===== config.mk =====
export PLATFORM = sky130hd
export DESIGN_NAME = dmem_lsu
export DESIGN_NICKNAME = d
export VERILOG_FILES = /design/src/rtl/dmem_lsu.sv
export SDC_FILE = /design/constraint.sdc
export NUM_CORES = 1
export LEC_CHECK = 0
export CAP_MARGIN = 20
export CORE_AREA = 2 2 111 113
export CTS_BUF_LIST = sky130_fd_sc_hd__clkbuf_2 sky130_fd_sc_hd__clkbuf_4 sky130_fd_sc_hd__clkbuf_8
export DETAILED_ROUTE_END_ITERATION = 10
export DIE_AREA = 0 0 113 115
export MAX_ROUTING_LAYER = met4
export PLACE_DENSITY = 0.78
export SLEW_MARGIN = 30
export SYNTH_ARGS = -nofsm -noshare
export SYNTH_HDL_FRONTEND = slang
export SYNTH_SLANG_ARGS = --single-unit
export TNS_END_PERCENT = 20

===== constraint.sdc =====
create_clock -name clk -period 5 [get_ports clk]
set_input_delay 1 -clock clk [delete_from_list [all_inputs] [get_ports clk]]
set_output_delay 1 -clock clk [all_outputs]
set_load 0.01 [all_outputs]

===== src/rtl/dmem_lsu.sv =====
// Load/store unit between the memory stage and a 1-cycle-latency, byte-strobed data_mem.
// One request in flight; loads respond through a registered, backpressured response.
module dmem_lsu #(
  parameter int unsigned DMEM_BYTES = 4096
) (
  input  logic        clk,
  input  logic        rst_n,
  input  logic        req_valid,
  output logic        req_ready,
  input  logic        req_we,
  input  logic [31:0] req_addr,
  input  logic [31:0] req_wdata,
  input  logic [1:0]  req_size,
  input  logic        req_unsigned,
  input  logic [4:0]  req_rd,
  output logic        rsp_valid,
  input  logic        rsp_ready,
  output logic [31:0] rsp_data,
  output logic [4:0]  rsp_rd,
  output logic        rsp_err,
  output logic        mem_re,
  output logic [31:0] mem_raddr,
  input  logic [31:0] mem_rdata,
  output logic        mem_we,
  output logic [31:0] mem_waddr,
  output logic [31:0] mem_wdata,
  output logic [3:0]  mem_wstrb,
  output logic [15:0] err_count
);
  localparam int unsigned NUM_LANES = 4;

  typedef enum logic [1:0] {S_IDLE, S_LWAIT, S_RESP} state_t;

  state_t      state;
  logic [1:0]  size_q;
  logic        uns_q;
  logic [1:0]  off_q;

  logic        accept;
  logic        fault;
  logic [31:0] word_addr;

  assign req_ready = (state == S_IDLE);
  assign accept    = req_valid && req_ready;
  assign word_addr = {req_addr[31:2], 2'b00};

  always_comb begin
    fault = 1'b0;
    if (req_size == 2'b11)                             fault = 1'b1;
    if (req_size == 2'b01 && req_addr[0])              fault = 1'b1;
    if (req_size == 2'b10 && req_addr[1:0] != 2'b00)   fault = 1'b1;
    if (req_addr >= 32'(DMEM_BYTES))                   fault = 1'b1;
  end

  assign mem_we    = accept && !fault && req_we;
  assign mem_re    = accept && !fault && !req_we;
  assign mem_waddr = word_addr;
  assign mem_raddr = word_addr;

  // Per-byte-lane store replication and strobe selection.
  logic [NUM_LANES-1:0][7:0] wlane;
  logic [NUM_LANES-1:0]      wsel;

  for (genvar g = 0; g < NUM_LANES; g++) begin : g_lane
    localparam logic [1:0] L = 2'(g);
    logic [7:0] d;
    logic       s;
    always_comb begin
      d = req_wdata[8*g +: 8];
      s = 1'b1;
      case (req_size)
        2'b00: begin
          d = req_wdata[7:0];
          s = (req_addr[1:0] == L);
        end
        2'b01: begin
          d = L[0] ? req_wdata[15:8] : req_wdata[7:0];
          s = (req_addr[1] == L[1]);
        end
        default: begin
          d = req_wdata[8*g +: 8];
          s = 1'b1;
        end
      endcase
    end
    assign wlane[g] = d;
    assign wsel[g]  = s;
  end

  assign mem_wdata = wlane;
  assign mem_wstrb = mem_we ? wsel : 4'b0000;

  // Lane extraction and extension of the returned word.
  logic [7:0]  rbyte;
  logic [15:0] rhalf;
  logic [31:0] ldata;

  always_comb begin
    rbyte = mem_rdata[{off_q, 3'b000} +: 8];
    rhalf = off_q[1] ? mem_rdata[31:16] : mem_rdata[15:0];
    case (size_q)
      2'b00:   ldata = uns_q ? {24'd0, rbyte} : {{24{rbyte[7]}}, rbyte};
      2'b01:   ldata = uns_q ? {16'd0, rhalf} : {{16{rhalf[15]}}, rhalf};
      default: ldata = mem_rdata;
    endcase
  end

  always_ff @(posedge clk or negedge rst_n) begin
    if (!rst_n) begin
      state     <= S_IDLE;
      size_q    <= 2'b00;
      uns_q     <= 1'b0;
      off_q     <= 2'b00;
      rsp_valid <= 1'b0;
      rsp_data  <= 32'd0;
      rsp_rd    <= 5'd0;
      rsp_err   <= 1'b0;
      err_count <= 16'd0;
    end else begin
      case (state)
        S_IDLE: begin
          if (accept) begin
            if (fault) begin
              rsp_valid <= 1'b1;
              rsp_err   <= 1'b1;
              rsp_data  <= 32'd0;
              rsp_rd    <= req_rd;
              if (err_count != 16'hFFFF) err_count <= err_count + 16'd1;
              state     <= S_RESP;
            end else if (!req_we) begin
              size_q <= req_size;
              uns_q  <= req_unsigned;
              off_q  <= req_addr[1:0];
              rsp_rd <= req_rd;
              state  <= S_LWAIT;
            end
          end
        end
        S_LWAIT: begin
          rsp_data  <= ldata;
          rsp_err   <= 1'b0;
          rsp_valid <= 1'b1;
          state     <= S_RESP;
        end
        S_RESP: begin
          if (rsp_ready) begin
            rsp_valid <= 1'b0;
            state     <= S_IDLE;
          end
        end
        default: state <= S_IDLE;
      endcase
    end
  end

endmodule


==> impl_table.tex <==
\begin{tabular}{lr}
\hline
Metric & Value \\
\hline
\multicolumn{2}{l}{\textbf{CTS}} \\
\quad Cell at the root of the clock tree & sky130\_fd\_sc\_hd\_\_clkbuf\_8 \\
\quad Worst skew pair latency & 0.34 ns \\
\quad TritonCTS Sinks & 62 \\
\quad Hold Buf Count CTS & 0 \\
\quad CTS-repair resized insts & 0 \\
\quad TritonCTS clock tree & done \\
\quad H-tree depth & 3 \\
\quad Post-CTS clock slew at the launch and capture registers of the worst setup and hold paths & 0.06 ns \\
\quad Clock buffers created by TritonCTS & 9 \\
\quad Number of post-CTS setup repair buffers & 0 \\
\quad Clk buf depth & 2 \\
\multicolumn{2}{l}{\textbf{Worst setup path}} \\
\quad Highest cell delay on the worst timing path & 0.64 ns \\
\quad Startpoint class of the critical path & primary input \\
\quad Data arrival time at the worst-slack endpoint & 3.25 ns \\
\quad Critical-path top delay cell & sky130\_fd\_sc\_hd\_\_clkdlybuf4s50\_1 \\
\quad Largest driver fanout on the critical path & 8 \\
\quad Crit-path most repeated cell & sky130\_fd\_sc\_hd\_\_clkdlybuf4s50\_1 \\
\quad CP endpoint kind & primary output \\
\quad Number of buffers and inverters on the critical path & 2 \\
\quad Worst path cell trace & clkdlybuf4s50\_1 -> nor4\_1 -> nand3\_1 -> nor4\_4 -> clkdlybuf4s50\_1 \\
\quad Crit path required time & 4.00 ns \\
\quad Cell family with most CP delay & simple AND/OR/NAND/NOR gates \\
\quad Critical path class & in2out \\
\multicolumn{2}{l}{\textbf{Placed design}} \\
\quad Detailed Place HPWL & roughly 10000 um \\
\quad Placed cell areas & approximately 0.0060 mm2 \\
\quad Count of buffers inserted at the top-level ports & approximately 230 \\
\quad Routability-driven placement congestion ratio & 0.908 \\
\quad Place WS & 0.723 ns \\
\quad Cell count after placement & 731 \\
\multicolumn{2}{l}{\textbf{Timing}} \\
\quad Final-report max-slew violation count & 0 \\
\quad Fraction of the cycle the final worst path needs & 85.0\% \\
\quad Final hold violations & 0 \\
\quad Transition time at the pin with the least slew margin & 0.891 ns \\
\quad Unrepaired setup endpoints after global routing & false \\
\quad Final critical delay including setup and external delays & 4.25 ns \\
\quad Clock skew after layout & 0.00775 ns \\
\quad Setup violators final & 0 \\
\quad Fmax & 235 MHz \\
\quad Setup total negative slack & 0 ns \\
\quad Smallest hold slack & 0.494 ns \\
\quad Final setup slack of the worst path & about 0.75 ns \\
\quad Relative max-transition margin & 40.5\% \\
\multicolumn{2}{l}{\textbf{Die}} \\
\quad Die width & $\sim$110 um \\
\quad Initial standard-cell utilization of the core & between 30 and 40\% \\
\quad Area of the core region & around 0.012 mm2 \\
\quad Placement row count & 40 \\
\quad Die Y & 115 um \\
\quad Ports & 267 \\
\quad Floorplan die area & 0.0130 mm2 \\
\multicolumn{2}{l}{\textbf{Cells and area}} \\
\quad Number of nets in the layout & 705 \\
\quad Ratio of cells with drive above 1 in the final layout & approximately 9.8\% \\
\quad Layout Cell Area excl Fill & between 0.006 and 0.007 mm2 \\
\quad Relative area change from synthesis to final layout & 53.0\% \\
\quad Number of antenna diodes & 0 \\
\quad Fill cell total of the finished layout & 1083 \\
\quad Non-filler instance count after layout & 747 \\
\multicolumn{2}{l}{\textbf{GRT}} \\
\quad Gr usage total & approximately a fifth \\
\quad Maximum number of pins on one net before global-route repair & 63 \\
\quad Wire length of the first global-routing pass & $\sim$21000 um \\
\quad Initial antenna violation count & 0 \\
\quad Total gr overflow & 0 \\
\quad Number of global-route vias before repair & 3915 \\
\multicolumn{2}{l}{\textbf{Detailed routing}} \\
\quad Detailed-route wire length per cell & 17.7 um \\
\quad Pre-Repair DR Iteration Count & 7 \\
\quad DRC marker count from the first detailed-route iteration & 303 \\
\quad Antenna-violating nets left & 0 \\
\quad Vias per cell & 5.04 \\
\quad DRT Wirelength & 13300 um \\
\quad DRC violation count after routing & 13 \\
\quad Vias after detailed routing & roughly 3800 \\
\multicolumn{2}{l}{\textbf{Outcome}} \\
\quad Violated checks & design-rule violations \\
\quad Status & finished, violations left \\
\multicolumn{2}{l}{\textbf{Logic synthesis}} \\
\quad Number of instances in the synthesized netlist & around 440 \\
\quad Flip-flop and latch count after synthesis & between 60 and 70 \\
\quad Total of warnings raised by yosys & 0 \\
\quad Most frequently used cell type in the post-synthesis netlist & sky130\_fd\_sc\_hd\_\_buf\_4 \\
\quad Synth cell types & 43 \\
\quad Syn\_area\_per\_cell & 9.29 um2 \\
\quad Library cell with the largest summed area after synthesis & sky130\_fd\_sc\_hd\_\_dfrtp\_1 \\
\quad Asr flop ratio synth & 100\% \\
\quad Most used flip-flop cell after synthesis & sky130\_fd\_sc\_hd\_\_dfrtp\_1 \\
\quad Leading cell types by count after synthesis & sky130\_fd\_sc\_hd\_\_buf\_4 (72), sky130\_fd\_sc\_hd\_\_dfrtp\_1 (62), sky130\_fd\_sc\_hd\_\_o21ai\_0 (48) \\
\quad Leading cell types by total area after synthesis & sky130\_fd\_sc\_hd\_\_dfrtp\_1 (38\%), sky130\_fd\_sc\_hd\_\_buf\_4 (13\%), sky130\_fd\_sc\_hd\_\_mux2\_2 (7.2\%) \\
\quad Share of the synthesized area in the top cell type & between 30\% and 40\% \\
\quad Cell Area, Synth & slightly above 0.004 mm2 \\
\quad Sequential cell area fraction in the yosys report & 38.2\% \\
\quad Number of enable-type register cells in the synthesized netlist & 0 \\
\multicolumn{2}{l}{\textbf{Power}} \\
\quad Peak ir drop on the vdd network & 0.0000935 V \\
\quad Leakage component of the power & between 2 and 2.5 nW \\
\quad Total power density per cell area & 240 mW/mm2 \\
\multicolumn{2}{l}{\textbf{Min path}} \\
\quad Path category of the worst min-delay check & reg2reg \\
\multicolumn{2}{l}{\textbf{Flow run}} \\
\quad Number of max-cap violations & 0 \\
\hline
\end{tabular}
==> area by class of cell <==
cell class	instances	area [um2]	share of cell area (%)
inverters	37	139	2.24
clock inverters	3	65.1	1.05
flip-flops and latches	62	1550	25.0
multi-input cells	249	1750	28.2
repair buffers	236	2350	37.8
well taps	147	184	2.96
clock buffers	13	173	2.78
==> stage by stage <==
stage,total power [W],util [%]
2_1_floorplan,0.000755,-
5_1_grt,0.00156,52.6
4_1_cts,0.00151,52.6
6_report,0.00149,52.6
3_3_place_gp,0.000979,50.5
3_5_place_dp,0.000985,50.5
==> cell families after synthesis <==
family	after synthesis	synth area share, %
xor+xnor	14	3.02
compound gates	109	16.1
mux	43	11.7
other cells	1	0.0924
simple gates	78	11.5
fa+ha+maj	1	0.308
buf+inv	129	19.0
flops	62	38.2
==> state kept, by name, indices dropped and copies added (netlist names) <==
| name | cells |
|---|---|
| err_count | 16 |
| size_q | 2 |
| rsp_valid | 1 |
| uns_q | 1 |
| state | 2 |
| rsp_data | 32 |
| rsp_err | 1 |
| off_q | 2 |
| rsp_rd | 5 |
==> path summary, 6_finish.rpt <==
check	startpoint	end	slack, ns	depth (start not counted)
max reg2reg	off_q[1]	rsp_data[16]	2.56	5
min reg2reg	rsp_data[8]	rsp_data[8]	0.49	1
max in group asynchronous	rst_n	err_count[5]	3.67	2
min	rsp_data[8]	rsp_data[8]	0.49	1
max	req_addr[18]	mem_re	0.75	5
min in group asynchronous	rst_n	rsp_data[19]	0.82	2
==> power by group <==
group	leakage [nW]	total [W]	switching, W	internal, W
combinational	1.52	0.000397	0.000160	0.000237
clock	0.123	0.000518	0.000191	0.000326
sequential	0.825	0.000579	0.0000405	0.000538
total	2.47	0.00149	0.000392	0.00110
==> layer usage <==
metal | vias up | wire length (um) | GRT usage [%]
met5 | - | 0 | -
met4 | 0 | 242 | 7.32
met3 | 17 | 1140 | 5.64
met2 | 191 | 6670 | 35.4
met1 | 1777 | 5210 | 24.4
li1 | 1783 | - | -
==> placed cells by master (no fill, tap or decap), types with 2 or more instances in the layout <==
master and instances:
sky130_fd_sc_hd__a21oi_1 14, sky130_fd_sc_hd__and3_1 3, sky130_fd_sc_hd__and4_1 2, sky130_fd_sc_hd__buf_4 4
sky130_fd_sc_hd__bufinv_16 2, sky130_fd_sc_hd__clkbuf_8 12, sky130_fd_sc_hd__clkdlybuf4s50_1 231, sky130_fd_sc_hd__conb_1 4
sky130_fd_sc_hd__dfrtp_1 62, sky130_fd_sc_hd__inv_1 37, sky130_fd_sc_hd__mux2_2 26, sky130_fd_sc_hd__mux2i_1 16
sky130_fd_sc_hd__nand2_1 17, sky130_fd_sc_hd__nand3_1 7, sky130_fd_sc_hd__nand4_1 2, sky130_fd_sc_hd__nor2_1 7
sky130_fd_sc_hd__nor2b_2 2, sky130_fd_sc_hd__nor3_1 12, sky130_fd_sc_hd__nor3b_1 11, sky130_fd_sc_hd__nor3b_4 2
sky130_fd_sc_hd__nor4_1 7, sky130_fd_sc_hd__nor4b_1 2, sky130_fd_sc_hd__o21a_1 2, sky130_fd_sc_hd__o21ai_0 48
sky130_fd_sc_hd__o21ai_1 18, sky130_fd_sc_hd__o21ai_2 2, sky130_fd_sc_hd__o221ai_1 14, sky130_fd_sc_hd__o22ai_1 2
sky130_fd_sc_hd__o2bb2ai_1 2, sky130_fd_sc_hd__xor2_1 14
(Power assumes the default switching activity.)
==> patch, RTL diff (same settings) <==
Reset style: synchronous (`rst_n`), changed in one clocked block.
--- a/src/rtl/dmem_lsu.sv
+++ b/src/rtl/dmem_lsu.sv
@@ -105,7 +105,7 @@
     endcase
   end
 
-  always_ff @(posedge clk or negedge rst_n) begin
+  always_ff @(posedge clk) begin
     if (!rst_n) begin
       state     <= S_IDLE;
       size_q    <= 2'b00;
Behaviour: differs if rst_n is asserted again (counterexample within 4 cycles, from zero or initial values and one cycle with rst_n low); with rst_n held inactive, the same outputs for 4 cycles.
==> patch against the unedited design <==
The flow still finishes with violations (DRC); total power decreased by 15%; worst setup slack worse by 290 ps; clock skew grew 4.5 ps; synthesized area rose by 3.1%; core utilization increased by 0.67 points; cell area up 1.3%; sequential cell count unchanged; via count up 16%; cell count rose by 12%; clock power shrank 6.6%; first-iteration DRC count is 15% higher; wire length rose by 5.1%; non-clock buffer count is 3 higher; largest cell class unchanged; largest power group unchanged.
==> patch: results (changes against the unedited design) <==
| Metric | Value |
|---|---|
| Run status | `finished with violations` |
| Failing checks | `DRC` |
| Final #Nets | `791 (+12%)` |
| Final hold violations | `0 (unchanged)` |
| DR WL met2 | `6950 µm (+4.3%)` |
| Power Clock | `0.484 mW (-6.6%)` |
| Post-Synth Adder-Cell Area | `0.00299 (-0.0000930)` |
| Routability cong. | `0.869 (-4.2%)` |
| Cts repair resizes | `0 (unchanged)` |
| CP max stage delay | `670 ps (+30 ps)` |
| DR pass1 iterations | `8 (+1)` |
| Sw frac | `0.253 (-0.00951)` |
| Yosys cell types | `46 (+7.0%)` |
| Synth Area in Compound Gates | `0.229 (+0.0681)` |
| Metal1 wirelength | `5880 µm (+13%)` |
| Total number of H-tree levels | `3 (unchanged)` |
| Post-detail-place hpwl | `10,700 µm (+4.6%)` |
| GRT Overall Usage | `0.211 (+0.000506)` |
| Clk buf depth | `2 (unchanged)` |
| Mux contribution to synthesized area | `0.0986 (-0.0185)` |
| Largest registers | `rsp_data x32, err_count x16, rsp_rd x5` |
| Uppermost layer routed | `met4` |
| Iter 0 DRT Violations | `349 (+15%)` |
| Seq pwr | `0.504 mW (-13%)` |
| Largest net degree at the start of global routing | `52 (-17%)` |
| Async S/R FF share, synth | `0 (-1.00)` |
| Worst endpoint data arrival time | `3540 ps (+290 ps)` |
| Share of layout cells above drive strength 1 | `0.0787 (-0.0196)` |
| Leakage | `2.42 nW (-1.9%)` |
| First-pass GRT wire length | `21,800 µm (+4.1%)` |
| Highest-delay cell along the critical path | `or4_1` |
| Final wirelength | `13,900 µm (+5.1%)` |
| DRC | `4 (-9)` |
| Layout Skew | `12.3 ps (+4.53 ps)` |
| CTS buffer count | `9 (unchanged)` |
| Worst slew margin | `0.364 (-0.0407)` |
| Met2 global-route usage | `0.351 (-0.00279)` |
| Vias in the first global route | `4,330 (+11%)` |
| Routed length on met3 | `695 µm (-39%)` |
| Max Fanout on Critical Path | `6 (-2)` |
| Post-synth top cells | `buf_4 (72), dfxtp_1 (62), nand2_1 (46)` |
| Top cells by area, synth | `dfxtp_1 (30%), buf_4 (13%), mux2i_1 (5.0%), mux2_2 (4.8%), a21oi_1 (4.8%)` |
| Met1 Usage GRT | `0.258 (+0.0135)` |
| Sequential area share after synthesis | `0.296 (-0.0857)` |
| Met3 Use GR | `0.0337 (-0.0227)` |
| Vias per inst | `5.26 (+4.2%)` |
| VDD IR-drop max | `0.000101 V (+8.5%)` |
| Post-Synth XOR/XNOR Area | `0 (-0.0302)` |
## patch: metrics by stage
step	setup WS, ps	std cells	power (mW)	area, µm²	util
after floorplan	1670	541	0.658	4200	-
after global placement	531	817	0.799	6070	0.514
after detailed placement	511	817	0.802	6070	0.514
after CTS	493	833	1.29	6290	0.533
after global routing	330	833	1.33	6290	0.533
final	461	833	1.28	6290	0.533
## patch: layout make-up
class	instances	area [µm²]
multi-input cells	332	2130
fillers	1076	5520
flip-flops and latches	62	1240
repair buffers	239	2370
well taps	147	184
inverters	37	139
clock inverters	6	86.3
clock buffers	10	131
## patch: final timing paths
check | from | endpoint | slack, ps | depth (start not counted)
worst min-delay path | rsp_data[14] | rsp_data[14] | 450 | 1
worst max register to register | off_q[1] | rsp_data[8] | 2800 | 5
worst max-delay path | req_addr[25] | mem_wstrb[0] | 460 | 6
worst min register to register | rsp_data[14] | rsp_data[14] | 450 | 1
